$ cat src/rtl/maxpool_2x2_stream_if.sv
// Stream bundle between the convolution stage, the 2x2 max-pool stage and the next layer.
// slave = pooling stage side, master = the producer/consumer around it.
interface maxpool_2x2_stream_if #(
  parameter int DATA_BIT = 20
);
  logic signed [DATA_BIT-1:0] in_data;
  logic                       valid_in;
  logic signed [DATA_BIT-1:0] out_data;
  logic                       valid_out;
  logic                       frame_done;

  modport master (
    output in_data, valid_in,
    input  out_data, valid_out, frame_done
  );

  modport slave (
    input  in_data, valid_in,
    output out_data, valid_out, frame_done
  );
endinterface

$ cat src/rtl/maxpool_2x2_stream.sv
// 2x2 stride-2 signed max pooling over a raster stream, one half-width row buffer.
// Optional macro MAXPOOL_RELU_EN fuses a ReLU onto the pooled output.
module maxpool_2x2_stream #(
  parameter int WIDTH    = 24,
  parameter int HEIGHT   = 24,
  parameter int DATA_BIT = 20
) (
  input  logic clk,
  input  logic rst,
  maxpool_2x2_stream_if.slave bus
);

  localparam int HALF     = WIDTH / 2;
  localparam int W_BITS   = (WIDTH  > 1) ? $clog2(WIDTH)  : 1;
  localparam int H_BITS   = (HEIGHT > 1) ? $clog2(HEIGHT) : 1;
  localparam int IDX_BITS = (HALF   > 1) ? $clog2(HALF)   : 1;

  logic [W_BITS-1:0]          w_count_reg, w_count_next;
  logic [H_BITS-1:0]          h_count_reg, h_count_next;
  logic signed [DATA_BIT-1:0] pair_reg;
  logic signed [DATA_BIT-1:0] row_rd_reg;
  logic signed [DATA_BIT-1:0] out_data_reg;
  logic                       valid_out_reg;
  logic                       frame_done_reg;

  logic signed [DATA_BIT-1:0] row_buf [HALF];

  logic                       col_odd, row_odd, w_last, h_last;
  logic [IDX_BITS-1:0]        buf_idx;
  logic signed [DATA_BIT-1:0] pair_max, pool_max, pool_out;

  assign col_odd = w_count_reg[0];
  assign row_odd = h_count_reg[0];
  assign w_last  = (w_count_reg == W_BITS'(WIDTH - 1));
  assign h_last  = (h_count_reg == H_BITS'(HEIGHT - 1));
  assign buf_idx = IDX_BITS'(w_count_reg >> 1);

  always_comb begin
    w_count_next = w_count_reg;
    h_count_next = h_count_reg;
    if (bus.valid_in) begin
      if (w_last) begin
        w_count_next = '0;
        h_count_next = h_last ? '0 : h_count_reg + 1'b1;
      end else begin
        w_count_next = w_count_reg + 1'b1;
      end
    end
  end

  always_comb begin
    pair_max = (pair_reg > bus.in_data) ? pair_reg : bus.in_data;
    pool_max = (row_rd_reg > pair_max) ? row_rd_reg : pair_max;
`ifdef MAXPOOL_RELU_EN
    pool_out = pool_max[DATA_BIT-1] ? '0 : pool_max;
`else
    pool_out = pool_max;
`endif
  end

  always_ff @(posedge clk or negedge rst) begin
    if (!rst) begin
      w_count_reg    <= '0;
      h_count_reg    <= '0;
      pair_reg       <= '0;
      out_data_reg   <= '0;
      valid_out_reg  <= 1'b0;
      frame_done_reg <= 1'b0;
    end else begin
      valid_out_reg  <= 1'b0;
      frame_done_reg <= 1'b0;
      if (bus.valid_in) begin
        w_count_reg <= w_count_next;
        h_count_reg <= h_count_next;
        if (!col_odd) begin
          pair_reg <= bus.in_data;
        end else if (row_odd) begin
          out_data_reg   <= pool_out;
          valid_out_reg  <= 1'b1;
          frame_done_reg <= w_last && h_last;
        end
      end
    end
  end

  // Row buffer read is issued on the even column so the odd column finds it registered;
  // both columns of a pair share the same entry, and reads only occur on odd rows.
  always_ff @(posedge clk) begin
    if (bus.valid_in) begin
      if (col_odd && !row_odd)
        row_buf[buf_idx] <= pair_max;
      if (!col_odd && row_odd)
        row_rd_reg <= row_buf[buf_idx];
    end
  end

  assign bus.out_data   = out_data_reg;
  assign bus.valid_out  = valid_out_reg;
  assign bus.frame_done = frame_done_reg;

endmodule

$ cat src/flat_wrapper.sv
// flat-port wrapper written by rule: the top's interface ports become plain ports
module maxpool_2x2_stream_flat 
#(
  parameter int WIDTH    = 24,
  parameter int HEIGHT   = 24,
  parameter int DATA_BIT = 20
)
  (clk, rst, bus_in_data, bus_valid_in, bus_out_data, bus_valid_out, bus_frame_done);
  maxpool_2x2_stream_if #(.DATA_BIT(DATA_BIT)) bus_i ();
  input  logic clk;
  input  logic rst;
  input wire logic [$bits(bus_i.in_data)-1:0] bus_in_data;
  input wire logic [$bits(bus_i.valid_in)-1:0] bus_valid_in;
  output wire logic [$bits(bus_i.out_data)-1:0] bus_out_data;
  output wire logic [$bits(bus_i.valid_out)-1:0] bus_valid_out;
  output wire logic [$bits(bus_i.frame_done)-1:0] bus_frame_done;
  assign bus_i.in_data = bus_in_data;
  assign bus_i.valid_in = bus_valid_in;
  assign bus_out_data = bus_i.out_data;
  assign bus_valid_out = bus_i.valid_out;
  assign bus_frame_done = bus_i.frame_done;
  maxpool_2x2_stream #(.WIDTH(WIDTH), .HEIGHT(HEIGHT), .DATA_BIT(DATA_BIT)) u_core (.clk(clk), .rst(rst), .bus(bus_i));
endmodule
$ cat config.mk
export PLATFORM = sky130hd
export DESIGN_NAME = maxpool_2x2_stream_flat
export DESIGN_NICKNAME = d
export VERILOG_FILES = /design/src/rtl/maxpool_2x2_stream_if.sv /design/src/rtl/maxpool_2x2_stream.sv /design/src/flat_wrapper.sv
export SDC_FILE = /design/constraint.sdc
export NUM_CORES = 1
export LEC_CHECK = 0
export BUFFER_PORTS_ARGS = -buffer_cell sky130_fd_sc_hd__buf_2
export CORE_MARGIN = 5
export CORE_UTILIZATION = 59
export DETAILED_ROUTE_END_ITERATION = 10
export HOLD_SLACK_MARGIN = 0.12
export PLACE_DENSITY = 0.76
export SYNTH_ARGS = -nofsm -noshare
export SYNTH_HDL_FRONTEND = slang
export SYNTH_SLANG_ARGS = --single-unit
$ cat constraint.sdc
create_clock -name clk -period 4.5 [get_ports clk]
set_clock_uncertainty 0.1 [all_clocks]
set_input_delay 0.675 -clock clk [delete_from_list [all_inputs] [get_ports clk]]
set_output_delay 0.675 -clock clk [all_outputs]
set_load 0.03 [all_outputs]
# Word level (Yosys, flattened, before mapping)
# Memories as Yosys holds them, arrays and structs flattened. A register that Yosys moved wholly into a read port is not among the register bits.
# Index checks and enable logic that the tools add are counted.
dict set report totals {
  register_bits 52
  mem_bits_rw 240
  inputBits 23
  out_inout_bits 22
  word_cells 36
  memories 1
}
dict set report classes {
  addsub 2
  order_cmp 2
  n_eq_ne 2
  mux 13
  bitwise_logic 1
  reduce_logical 9
}
# memory words width rd rd_ports_with_merged_regs write_ports line
set mem_list {}
lappend mem_list {u_core.row_buf 12 20 1 1 1 maxpool_2x2_stream.sv:26} ;# logic signed [DATA_BIT-1:0] row_buf [HALF];
# cell n
set ops {}
lappend ops {{$gt 20x20->1} 2}
lappend ops {{$mux 20} 2}
lappend ops {{$add 5x1->5 const B} 2}
lappend ops {{$eq 5x5->1 const B} 2}
lappend ops {{$mux 5} 2}
lappend ops {{$mux 1} 9}
lappend ops {{$reduce_and 2->1} 3}
lappend ops {{$logic_and 1x1->1} 3}
lappend ops {{$reduce_and 3->1} 1}
lappend ops {{$logic_not 1->1} 2}
lappend ops {{$not 1->1} 1}

# Depth between registers and ports, before layout
dict set report depth {
  word_depth 5
  mapped_depth 21
  depth_no_buf 17
}

# Worst setup path after synthesis
# Ideal clock, no wire load.
dict set report synth_timing {
  path_type {input-to-reg}
  from {in bus_in_data[19]}
  to {reg u_core.out_data_reg[1], in the netlist u_core.bus.out_data[1]}
  setup_time_ns 0.134
  t_arrival_ns 3.887
  required_ns 4.266
  path_slack_ns 0.379
  cell_stages 19
  path_buffers 2
  path_cell_list {inv_1 -> ha_1 -> buf_4 -> nand4_4 -> nor4_4 -> nand2_2 -> nand3_1 -> a21oi_1 -> or3_1 -> inv_1 -> ha_1 -> a211o_1 -> a21oi_1 -> o21ai_1 -> a211oi_1 -> mux2i_1 -> nand2b_1 -> buf_6 -> o211ai_1}
}
dict set report synth_between {
  elab_chain_len 4
}
# item line
set synth_lines {}
lappend synth_lines {{start, declared} flat_wrapper.sv:12} ;# input wire logic [$bits(bus_i.in_data)-1:0] bus_in_data;
lappend synth_lines {{$gt 20x20->1} maxpool_2x2_stream.sv:52} ;# pair_max = (pair_reg > bus.in_data) ? pair_reg : bus.in_data;
lappend synth_lines {{$mux 20} maxpool_2x2_stream.sv:52}
lappend synth_lines {{net u_core.pair_max[13]} maxpool_2x2_stream.sv:30} ;# logic signed [DATA_BIT-1:0] pair_max, pool_max, pool_out;
lappend synth_lines {{$gt 20x20->1} maxpool_2x2_stream.sv:53} ;# pool_max = (row_rd_reg > pair_max) ? row_rd_reg : pair_max;
lappend synth_lines {{$mux 20} maxpool_2x2_stream.sv:53}
lappend synth_lines {{end signal, assigned} maxpool_2x2_stream.sv:78} ;# out_data_reg <= pool_out;
lappend synth_lines {{end, declared} maxpool_2x2_stream.sv:22} ;# logic signed [DATA_BIT-1:0] out_data_reg;
# The timed path passes the listed nets, and every way through them passes these cells.
# A chain may end at the register's enable or synchronous reset.

# Worst setup path in the final report
dict set report layout_timing {
  from {reg u_core.pair_reg[19]}
  to {reg u_core.out_data_reg[3], in the netlist u_core.bus.out_data[3]}
}
dict set report layout_between {
  elab_chain_len 4
}
# item line
set layout_lines {}
lappend layout_lines {{start, declared} maxpool_2x2_stream.sv:20} ;# logic signed [DATA_BIT-1:0] pair_reg;
lappend layout_lines {{start signal, assigned} maxpool_2x2_stream.sv:76} ;# pair_reg <= bus.in_data;
lappend layout_lines {{$gt 20x20->1} maxpool_2x2_stream.sv:52}
lappend layout_lines {{$mux 20 (*)} maxpool_2x2_stream.sv:52}
lappend layout_lines {{$gt 20x20->1} maxpool_2x2_stream.sv:53}
lappend layout_lines {{$mux 20 (*)} maxpool_2x2_stream.sv:53}
# Mark *: on every way between the ends. The rest lies on a longest branch, timed or not.

==> reports/results.ini <==
[power]
power_density_nw_per_um2 = 614
p_sw_uw = 3400
p_comb_frac = 0.347
finalPower_uw = 10000
irDropWorstVdd_mv = 0.407
seqPwrFrac = 0.409
intPower_uw = 6600
leakage_uw = 0.00603
switching_share = 0.340
clockPowerShare = 0.244

[floorplanning]
die_y_um = 165
die_width_um = 165
ios = 45
core_area_sq_um = 23600
start_util = 0.601
rows = 56
die_area_sq_um = 27300

[critical_path]
worstPathArrival_ps = 4600
critPathMaxStageDelay_ps = 440
r2r_cells = 17
endpoint_kind = register
path_cells = ha_2 > nand4_4 > nor4_1 > o21ai_1 > and3_4 > buf_4 > a21oi_1 > nor3_2 > ha_1 > nand4_1 > nor4_2 > a21boi_2 > a211oi_2 > mux2i_1 > nand2b_1 > buf_12 > o211ai_1
cp_data_required_time_ps = 4860
cp-start-kind = register
crit_fanout = 17
critPathKind = register to register
crit_slowest_cell = ha_2

[layout]
multi_input_area_sq_um = 4670
largest_reg_flops = 240
num-nets-final = 1139
final_util = 0.690
drive_above_1_share = 0.300
fillers = 1571
antennaDiodeCount = 0
largest_register = u_core.row_buf
ff_latch_area_sq_um = 9110
syn2layout_area_growth_pct = 14.8

[timing]
fin_crit_sh = 0.941
finalHoldViolations = 0
max_freq_mhz = 236
setup_viol = 0
maxSlewViolCount = 0
layout_min_cycle_time_ps = 4240
tightest_slew_ps = 1010
slew_headroom = 0.323
rsz0062_at_grt = no

[run_status]
status = complete, no violations

[logic_synthesis]
synth_warnings = 0
synth_ff_type = edfxtp_1
synth.most_common_cell = edfxtp_1
synth-async-reset-ratio = 0.167
synth_cell_types = 51
ys_seq_area_frac = 0.642
synth_commonest_cells = 260 x edfxtp_1, 76 x nand2_1, 60 x mux4_2
yosys.area.top_type_share = 0.550
synth_top_area_cell = edfxtp_1
ys_seq_elements = 312
syn_nets = 1023
avgSynthCellArea_sq_um = 14.8
synth.area.top_cells = edfxtp_1 55%, mux4_2 9.5%, dfrtp_1 9.2%
syn_inst = 958
synth_area_sq_um = 14200
synth-edff-count = 260

[route]
avgViaCountPerCell = 6.12
drt-wirelength-per-cell_um = 22.4
firstDrtPassIters = 5
wl_um = 31700
post-route-drc-count = 0
dr_total_vias = 8677
drt-initial-drc-count = 813
drtAntennaViolNets = 0

[cts]
h-tree-depth = 1
path_clk_slew_ps = 60
cts-root-buf = clkbuf_16
numCtsBuffers = 31
cts.sinks = 312
cts_tree = built
clk_latency_ps = 570
clk_path_buf_depth = 3

[global_routing]
grt_start_max_net_pins = 77
grt_pass1_vias = 8758
grt_pass1_wl_um = 49900
antenna_found_initial = 0
grt_use_total = 0.240
overflow = 0

[run]
cap_viol_max_count = 0

[min_path]
min-delay-path-class = input port to asynchronous set/reset pin

[placement]
io_buffer_count = 44
dp_hpwl_um = 20400
gp_congestion = 0.794

## final cells by class
class / count / area share
Tap cell: 319 / 0.0245
Sequential cell: 312 / 0.559
Clock inverter: 20 / 0.00960
Timing Repair Buffer: 141 / 0.0597
Multi-Input combinational cell: 540 / 0.287
Clock buffer: 37 / 0.0490
Inverter: 48 / 0.0111
## worst max-delay path: cells and delay by family, from the launching register on
kind,cells,cell delay [ps]
simple gates,7,1490
compound gates,5,830
fa+ha+maj,2,740
flops,1,430
buf+inv,2,390
mux,1,130
## layout by cell type (no fill, tap or decap), drive strengths merged, types with 42 or more instances in the layout
cell	count
edfxtp	260
buf	141
nand2	77
nand3	67
mux4	60
a21oi	55
dfrtp	52
o21ai	51
inv	48
nand2b	46
ha	42
## worst paths after layout
| check | slack (ps) | end | start |
|---|---|---|---|
| worst min-delay path | 130 | u_core.pair_reg[12] | rst |
| worst max-delay path | 260 | u_core.bus.out_data[3] | u_core.pair_reg[19] |
| min in group clk | 320 | u_core.pair_reg[0] | bus_in_data[0] |
| max in group asynchronous | 3650 | u_core.w_count_reg[1] | rst |
| worst min register to register | 400 | u_core.bus.out_data[4] | u_core.bus.out_data[4] |
| worst max register to register | 260 | u_core.bus.out_data[3] | u_core.pair_reg[19] |
## power by group through the flow
stage	clock [uW]	combinational [uW]	sequential, uW
after floorplan	0	2300	4090
after global routing	2600	3790	4130
after CTS	2470	3450	4080
final	2430	3470	4090
after detailed placement	0	3410	4140
after global placement	0	3320	4140
## through the flow
stage               cell area [sq um]  hold WS (ps)  worst slack, ps  TNS, ps  cells
global route                    16300           194             42.0        0   1417
detailed placement              15300           388             -312    -5160   1357
finish                          16300           133              265        0   1417
CTS                             16200           153             56.8        0   1414
floorplan                       14200           279              379        0    958
global placement                15300           391             -232    -4440   1357
## kinds of logic after synthesis
group | Yosys count | synth area share
simple gates | 253 | 0.103
buf+inv | 106 | 0.0343
compound gates | 158 | 0.0697
xor+xnor | 3 | 0.00185
flops | 312 | 0.642
mux | 84 | 0.112
fa+ha+maj | 42 | 0.0370
## timing repair
action | 4_1_cts | 5_1_grt
endpoints found under the setup margin | 0 | 20
resized for setup | 0 | 4
hold buffers | 0 | 0
setup buffers | 0 | 3
## per-layer routing
metal / vias to the layer above / wire length, um / global-route usage
li1: 3892 / - / -
met1: 4381 / 13000 / 0.329
met2: 347 / 15800 / 0.406
met3: 57 / 2300 / 0.0362
met4: 0 / 678 / 0.0639
met5: - / 0 / 0
Note: power is estimated with default switching activity, not from simulation.
